<file path="src/rtl/multicycle_pkg.sv">
// Shared definitions for the multicycle datapath controller: state
// encoding, instruction opcodes and the select codes driven onto the
// datapath multiplexers and ALU control.
package multicycle_pkg;

    localparam int StateWidth = 4;

    typedef enum logic [StateWidth-1:0] {
        S_FETCH  = 4'd0,
        S_DECODE = 4'd1,
        S_MEMADR = 4'd2,
        S_MEMRD  = 4'd3,
        S_MEMWB  = 4'd4,
        S_MEMWR  = 4'd5,
        S_EXEC   = 4'd6,
        S_ALUWB  = 4'd7,
        S_BRANCH = 4'd8,
        S_ADDIEX = 4'd9,
        S_ADDIWB = 4'd10,
        S_JUMP   = 4'd11
    } state_t;

    // Primary opcode field values
    localparam logic [5:0] OP_R    = 6'b000000;
    localparam logic [5:0] OP_LW   = 6'b100011;
    localparam logic [5:0] OP_SW   = 6'b101011;
    localparam logic [5:0] OP_BEQ  = 6'b000100;
    localparam logic [5:0] OP_ADDI = 6'b001000;
    localparam logic [5:0] OP_J    = 6'b000010;
    localparam logic [5:0] OP_BNE  = 6'b000101;

    // ALU B operand select
    localparam logic [1:0] SRCB_REG     = 2'b00;
    localparam logic [1:0] SRCB_FOUR    = 2'b01;
    localparam logic [1:0] SRCB_IMM     = 2'b10;
    localparam logic [1:0] SRCB_IMM_SH2 = 2'b11;

    // ALU operation class
    localparam logic [1:0] ALUOP_ADD   = 2'b00;
    localparam logic [1:0] ALUOP_SUB   = 2'b01;
    localparam logic [1:0] ALUOP_FUNCT = 2'b10;

    // Next-PC source select
    localparam logic [1:0] PCSRC_ALU    = 2'b00;
    localparam logic [1:0] PCSRC_ALUOUT = 2'b01;
    localparam logic [1:0] PCSRC_JUMP   = 2'b10;

endpackage

</file>
<file path="src/rtl/multicycle_control.sv">
// Main control FSM for the multicycle datapath. Sequences each instruction
// through fetch/decode/execute/memory/writeback, stalling in the memory
// access states until MemReady. Outputs decode from the state register;
// only IRWrite/PCWrite in FETCH and IllegalOp in DECODE look at inputs.
// Optional feature: define MC_BNE_EN to execute BNE as a branch; otherwise
// BNE is treated as an illegal opcode and BranchNe is tied low.
module multicycle_control
    import multicycle_pkg::*;
#(
    parameter int DataWidth = 32,
    parameter int OpWidth   = 6
) (
    input  logic               CLK,
    input  logic               RST,
    input  logic [OpWidth-1:0] Opcode,
    input  logic               MemReady,
    output logic               IorD,
    output logic               ALUSrcA,
    output logic [1:0]         ALUSrcB,
    output logic [1:0]         ALUOp,
    output logic [1:0]         PCSrc,
    output logic               RegDst,
    output logic               MemtoReg,
    output logic               IRWrite,
    output logic               PCWrite,
    output logic               RegWrite,
    output logic               MemWrite,
    output logic               Branch,
    output logic               BranchNe,
    output logic               IllegalOp,
    output logic [3:0]         StateOut
);

    // The opcode constants are six bits wide and the datapath is assumed to
    // be at least one word; anything else is a mis-instantiation.
    if (OpWidth != 6 || DataWidth < 32) begin : g_param_check
        $error("multicycle_control: unsupported OpWidth/DataWidth");
    end

    state_t state_q;
    state_t state_d;

`ifdef MC_BNE_EN
    // Remembers, across DECODE -> BRANCH, whether the branch is a BNE so the
    // opcode does not need to be looked at again in BRANCH.
    logic is_bne_q;
    logic is_bne_d;
`endif

    // State register; reset parks the machine in FETCH, aborting any
    // instruction in flight before its writeback state is reached.
    always_ff @(posedge CLK or negedge RST) begin
        if (!RST) begin
            state_q <= S_FETCH;
        end else begin
            state_q <= state_d;
        end
    end

`ifdef MC_BNE_EN
    // BNE flag register, updated only while decoding
    always_ff @(posedge CLK or negedge RST) begin
        if (!RST) begin
            is_bne_q <= 1'b0;
        end else begin
            is_bne_q <= is_bne_d;
        end
    end
`endif

    // Next-state logic and the DECODE-time illegal opcode flag
    always_comb begin
        state_d   = state_q;
        IllegalOp = 1'b0;
`ifdef MC_BNE_EN
        is_bne_d  = is_bne_q;
`endif
        case (state_q)
            S_FETCH: begin
                if (MemReady) begin
                    state_d = S_DECODE;
                end
            end
            S_DECODE: begin
`ifdef MC_BNE_EN
                is_bne_d = (Opcode == OP_BNE);
`endif
                case (Opcode)
                    OP_LW, OP_SW: state_d = S_MEMADR;
                    OP_R:         state_d = S_EXEC;
                    OP_BEQ:       state_d = S_BRANCH;
`ifdef MC_BNE_EN
                    OP_BNE:       state_d = S_BRANCH;
`endif
                    OP_ADDI:      state_d = S_ADDIEX;
                    OP_J:         state_d = S_JUMP;
                    default: begin
                        state_d   = S_FETCH;
                        IllegalOp = 1'b1;
                    end
                endcase
            end
            S_MEMADR: begin
                if (Opcode == OP_LW) begin
                    state_d = S_MEMRD;
                end else if (Opcode == OP_SW) begin
                    state_d = S_MEMWR;
                end else begin
                    state_d = S_FETCH;
                end
            end
            S_MEMRD: begin
                if (MemReady) begin
                    state_d = S_MEMWB;
                end
            end
            S_MEMWR: begin
                if (MemReady) begin
                    state_d = S_FETCH;
                end
            end
            S_EXEC:   state_d = S_ALUWB;
            S_ADDIEX: state_d = S_ADDIWB;
            S_MEMWB, S_ALUWB, S_ADDIWB, S_BRANCH, S_JUMP: state_d = S_FETCH;
            default:  state_d = S_FETCH;
        endcase
    end

    // Datapath control decode from the current state; everything defaults
    // to the inactive value and each state raises only what it needs.
    always_comb begin
        IorD     = 1'b0;
        ALUSrcA  = 1'b0;
        ALUSrcB  = SRCB_REG;
        ALUOp    = ALUOP_ADD;
        PCSrc    = PCSRC_ALU;
        RegDst   = 1'b0;
        MemtoReg = 1'b0;
        IRWrite  = 1'b0;
        PCWrite  = 1'b0;
        RegWrite = 1'b0;
        MemWrite = 1'b0;
        Branch   = 1'b0;
        BranchNe = 1'b0;
        case (state_q)
            S_FETCH: begin
                ALUSrcB = SRCB_FOUR;
                IRWrite = MemReady;
                PCWrite = MemReady;
            end
            S_DECODE: begin
                ALUSrcB = SRCB_IMM_SH2;
            end
            S_MEMADR, S_ADDIEX: begin
                ALUSrcA = 1'b1;
                ALUSrcB = SRCB_IMM;
            end
            S_MEMRD: begin
                IorD = 1'b1;
            end
            S_MEMWB: begin
                MemtoReg = 1'b1;
                RegWrite = 1'b1;
            end
            S_MEMWR: begin
                IorD     = 1'b1;
                MemWrite = 1'b1;
            end
            S_EXEC: begin
                ALUSrcA = 1'b1;
                ALUOp   = ALUOP_FUNCT;
            end
            S_ALUWB: begin
                RegDst   = 1'b1;
                RegWrite = 1'b1;
            end
            S_BRANCH: begin
                ALUSrcA = 1'b1;
                ALUOp   = ALUOP_SUB;
                PCSrc   = PCSRC_ALUOUT;
                Branch  = 1'b1;
`ifdef MC_BNE_EN
                BranchNe = is_bne_q;
`endif
            end
            S_ADDIWB: begin
                RegWrite = 1'b1;
            end
            S_JUMP: begin
                PCSrc   = PCSRC_JUMP;
                PCWrite = 1'b1;
            end
            default: begin
            end
        endcase
    end

    assign StateOut = state_q;

endmodule

</file>
<file path="config.mk">
export PLATFORM = sky130hd
export DESIGN_NAME = multicycle_control
export DESIGN_NICKNAME = d
export VERILOG_FILES = /design/src/rtl/multicycle_pkg.sv /design/src/rtl/multicycle_control.sv
export SDC_FILE = /design/constraint.sdc
export NUM_CORES = 1
export LEC_CHECK = 0
export CAP_MARGIN = 20
export CORE_MARGIN = 2
export CORE_UTILIZATION = 40
export DETAILED_ROUTE_END_ITERATION = 16
export PLACE_DENSITY_LB_ADDON = 0.25
export SLEW_MARGIN = 0
export SYNTH_ARGS = -nofsm -noshare
export SYNTH_HDL_FRONTEND = slang
export SYNTH_SLANG_ARGS = --single-unit
</file>
<file path="constraint.sdc">
create_clock -name CLK -period 2.3 [get_ports CLK]
set_clock_uncertainty 0.05 [all_clocks]
set_input_delay 0.69 -clock CLK [delete_from_list [all_inputs] [get_ports CLK]]
set_output_delay 0.69 -clock CLK [all_outputs]
set_load 0.01 [all_outputs]
</file>
==> results of run 1 <==
-- logic make-up after synthesis --
logic type | count (synthesis) | synth area share (%)
mux | 2 | 3.54
xor+xnor | 3 | 4.65
flops | 4 | 17.7
other cells | 1 | 0.663
compound gates | 17 | 23.9
buf+inv | 10 | 11.7
simple gates | 34 | 37.8
-- layer usage --
metal	part of all wire [%]	GRT usage, %	vias to the layer above
met1	34	23.7	321
met2	57	40.3	40
met3	8.7	3.04	0
met5	0	0	-
met4	0	7.74	0
li1	-	-	348
-- repair_timing --
action	in CTS	in global routing
setup endpoints to repair	16	2
setup buffers	1	1
pin swaps	4	2
resized for setup	38	8
-- metrics by stage --
step / util, % / setup TNS (ps) / setup WS (ps)
3_5_place_dp: 74.3 / -1600 / -656
5_1_grt: 77.1 / -4.89 / -4.89
2_1_floorplan: - / 0 / 254
3_3_place_gp: 74.3 / -1520 / -622
4_1_cts: 76.1 / 0 / 5.59
6_report: 77.1 / 0 / 62.9
-- worst max-delay path: stages, from the launching register on --
cell and delay, ps:
dfrtp_1 370, nand2b_4 140, or3_4 330, a311oi_2 250, buf_2 170
-- power breakdown --
group | internal (mW) | switching [mW] | leakage [nW]
Sequential | 0.0760 | 0.00509 | 0.0541
Combinational | 0.104 | 0.100 | 0.443
Clock | 0.0583 | 0.0279 | 0.0138
Total | 0.238 | 0.133 | 0.511
-- cell usage in the layout (no fill, tap or decap), drive strengths merged --
cell and count:
nand2 5, dlygate4sd2 16, o21ai 4, o221ai 1, a41oi 1, a311oi 1, clkdlybuf4s50 5, a211oi 1
mux2i 2, nand2b 4, inv 2, a211o 1, conb 1, or2 1, or3 1, a22oi 1
or2b 2, nor4b 1, nor3 8, a22o 1, nor3b 2, dfrtp 4, clkdlybuf4s15 3, nor2 9
a31oi 1, a21oi 2, o31ai 1, nand3 1, a21o 2, xnor2 3, clkbuf 5, buf 27
-- path summary, 6_finish.rpt --
kind | startpoint | endpoint
setup / recovery | StateOut[1] | IllegalOp
hold / removal | RST | StateOut[2]
setup reg to reg | StateOut[1] | StateOut[0]
hold reg to reg | StateOut[1] | StateOut[3]
max in group asynchronous | RST | StateOut[0]
min in group CLK | StateOut[1] | StateOut[3]
-- layout make-up --
cell class	instances	area [sq um]
Timing Repair Buffer	53	432
Clock buffer	3	22.5
Inverter	2	7.51
Tap cell	15	18.8
Multi-Input combinational cell	57	435
Sequential cell	4	100
Fill cell	110	302
==> impl_metrics.yaml, run 1 <==
worst_setup_path:
  cp-end-kind: "primary output"
  critPathMaxFanout: 2
  rrSetupSlack_ps: 970
  crit_arrival_ps: 1500
  worst-setup-path-type: "register to primary output"
  reg2reg_depth: 5
  cp.required_ps: 1560
  critPathLaunchType: "register"
timing:
  max_freq_ghz: 0.447
  rsz0062_at_grt: "true"
  report.final.slew_viol_count: 0
  hold_viol: 0
  period_minus_slack_ps: 2240
  finalSetupViolCount: 0
  period_share_pct: 97.3
  whs_ps: 616
floorplanning:
  coreArea_sq_um: 1320
  initial_core_util_pct: 42.9
  core.rowCount: 13
  die_x_um: 41.6
  die_y_um: 41.6
  dieArea_sq_um: 1730
  io_pins: 30
cts:
  clkTransAtPathRegs_ps: 40
  clk_path_buf_depth: 2
  clkSinkCount: 4
  cts_tree: "yes"
  ctsHoldBuffers: 0
  cts-root-buf: "clkbuf_4"
  htreeDepth: 1
  clock_latency_ps: 230
  cts_buffers: 3
run_status:
  status: "finished clean"
synth:
  synth_warnings: 0
  synth_cells: 71
  synth_area_leaders: "dfrtp_1, buf_4, nor2_1"
  synthDistinctLibCells: 35
  synthTopCellsByCount: "nor2_1, buf_4, nand2_1, nor3_1, dfrtp_1"
  synth_nets: 80
  synth_edf_count: 0
  ys_ff_latch: 4
  avgSynthCellArea_sq_um: 7.97
  synth.largest_area_cell: "dfrtp_1"
  synth.top_cell.area_share_pct: 17.7
  netlist_area_sq_um: 566
  yosysSeqAreaShare_pct: 17.7
  synthArstFlopShare_pct: 100
  synth_ff_type: "dfrtp_1"
  yosysMostFrequentCell: "nor2_1"
cells_and_area:
  diodes: 0
  syn2layout_area_growth_pct: 79.6
  layout.cells.non_filler: 134
  layout-drive-gt1-share_pct: 40.3
  design_area_sq_um: 1020
  largest_register_ffs: 4
  fin_nets: 130
detailed_routing:
  wl_per_cell_um: 12.9
  drc: 0
  drt_pass1_iterations: 4
  drtAntennaViolNets: 0
  drtIter0Drc: 14
  routed_wl_um: 1730
  vias: 709
  avgViaCountPerCell: 5.29
global_routing:
  grt_first_pass_wirelength_um: 2880
  grt_pass1_vias: 684
  grt_max_degree: 16
  grt_overflow: 0
  antenna_found_initial: 0
  grtUsageTotal_pct: 21.3
placement:
  gp_congestion: 0.839
  dpl.hpwl_um: 1330
  place_area_sq_um: 978
  dpl.cell_count: 129
  port_buffers: 28
pwr:
  fin_total_pwr_uw: 371
  p_leak_nw: 0.511
  peakVddDrop_mv: 0.345
  powerDensity_nw_per_um2: 366
flow_run:
  drv_cap: 0
hold_path:
  hp-class: "primary input to async pin"
(Power assumes the default switching activity.)
==> run 2, diff against run 1 <==
Settings changed: CTS_BUF_LIST from default to sky130_fd_sc_hd__clkbuf_2, PLACE_DENSITY from default to 0.92, PLACE_DENSITY_LB_ADDON 0.25 to default.
==> run 2 against run 1 <==
- non-clock buffer count decreased by 1
- via count increased by 5.2%
- first-iteration DRC count increased by 7.1%
- largest power group unchanged
==> impl_metrics.yaml, run 2 (same netlist as run 1, synthesis figures left out) <==
run_status:
  status: "finished clean"
detailed_routing:
  drc: 0
  drt_pass1_iterations: 4
  vias: 746
  maxUsedRoutingLayer: "met4"
  drtAntennaViolNets: 0
  wl_met3_um: 113
  wl_met1_um: 709
  wl_per_cell_um: 15.0
  routed_wl_um: 2000
  routed-wl-met2_um: 1110
  drtIter0Drc: 15
  avgViaCountPerCell: 5.61
cells_and_area:
  diodes: 0
  fin_nets: 129
  design_area_sq_um: 991
  layout.cells.most_common: "buf_4"
  most-common-layout-cells: "buf_4, dlygate4sd2_1, nor2_1"
  layout.cells.non_filler: 133
  fill_cells: 98
  syn2layout_area_growth_pct: 75.2
  largest_register_ffs: 4
  layout-drive-gt1-share_pct: 40.7
flow_run:
  drv_cap: 0
floorplanning:
  initial_core_util_pct: 42.9
  die_y_um: 41.6
  dieArea_sq_um: 1730
  core.rowCount: 13
  die_x_um: 41.6
  coreArea_sq_um: 1320
  io_pins: 30
timing:
  finalSetupViolCount: 0
  period_minus_slack_ps: 2260
  tns_ps: 0
  whs_ps: 614
  hold_viol: 0
  period_share_pct: 98.2
  final.setup.worst_slack_ps: 41.1
  rsz0062_at_grt: "true"
  report.final.slew_viol_count: 0
  max_freq_ghz: 0.443
cts:
  ctsHoldBuffers: 0
  cts_buffers: 3
  clk_path_buf_depth: 2
  clkTransAtPathRegs_ps: 50
  cts_tree: "yes"
  cts-root-buf: "clkbuf_2"
  htreeDepth: 1
  clkSinkCount: 4
  clock_latency_ps: 230
placement:
  dpl.hpwl_um: 1430
  dp_slack_ps: -666
  dpl.cell_count: 126
  port_buffers: 28
  place_area_sq_um: 956
  gp_congestion: 0.829
pwr:
  pwr-share-comb_pct: 57.8
  switching_share_pct: 40.1
  powerDensity_nw_per_um2: 359
  peakVddDrop_mv: 0.283
  p_leak_nw: 0.507
  p_sw_uw: 143
  p_seq_share_pct: 22.9
  p_int_uw: 213
  clockPowerShare_pct: 19.3
worst_setup_path:
  critPathLaunchType: "register"
  critPathMaxFanout: 6
  rrSetupSlack_ps: 900
  crit_arrival_ps: 1520
  reg2reg_from: "StateOut[1]"
  cp.required_ps: 1560
  timing.rr.end: "StateOut[2]"
  cp-end-kind: "primary output"
  worst-setup-path-type: "register to primary output"
  setup.worst_path.start: "StateOut[2]"
  crit_path_end: "IllegalOp"
  reg2reg_depth: 5
global_routing:
  grtUsageTotal_pct: 24.2
  antenna_found_initial: 0
  grt_overflow: 0
  grt_first_pass_wirelength_um: 3240
  grt_pass1_vias: 740
  grt_max_degree: 16
hold_path:
  hp-class: "register to register"
run 2: changes by cell type in the layout (fill, tap and decap cells not counted), sizes merged:
cell,before,now
clkdlybuf4s15,3,1
dlygate4sd2,16,17
clkbuf,5,6
buf,27,26
run 2: worst min-delay path by stage:
| stage | from | to | cells after the start |
|---|---|---|---|
| 2_1_floorplan | RST | StateOut[0] | 0 |
| 3_3_place_gp | StateOut[2] | StateOut[3] | 2 |
| 3_5_place_dp | StateOut[2] | StateOut[3] | 2 |
| 4_1_cts | StateOut[2] | StateOut[3] | 2 |
| 5_1_grt | RST | StateOut[3] | 1 |
| 6_report | StateOut[2] | StateOut[3] | 2 |
run 2: critical path, cell delays in order, from the launching register on:
cell	delay, ps
dfrtp_1	420
buf_4	160
or3_4	380
a311oi_2	180
buf_2	160
run 2: per-layer routing:
layer  up-vias  track usage (%)
met5         -                0
met1       349             22.2
li1        344                -
met2        45             50.0
met3         8             1.74
met4         0             13.5
run 2: repair_timing:
| item | CTS | global route |
|---|---|---|
| gates resized for setup | 36 | 9 |
| endpoints found under the setup margin | 16 | 5 |
| pin swaps | 4 | 3 |
| setup buffers | 4 | 0 |
run 2: final cells by class:
type	instances	area (sq um)	area share, %
inverter	2	7.51	0.758
tap	15	18.8	1.89
timing repair buffer	52	414	41.8
clock buffer	3	15.0	1.52
sequential	4	100	10.1
multi-input combinational	57	435	43.9
run 2: metrics by stage:
step / utilization, % / power (mW)
floorplan: - / 0.185
global placement: 72.6 / 0.282
detailed placement: 72.6 / 0.291
CTS: 75.4 / 0.349
global route: 75.2 / 0.372
finish: 75.2 / 0.356
run 2: power by group through the flow:
stage / Clock, mW / Combinational, mW / Sequential, mW
CTS: 0.0689 / 0.199 / 0.0816
finish: 0.0687 / 0.206 / 0.0816
floorplan: 0 / 0.0983 / 0.0862
detailed placement: 0 / 0.208 / 0.0829
global placement: 0 / 0.200 / 0.0821
global route: 0.0686 / 0.221 / 0.0825
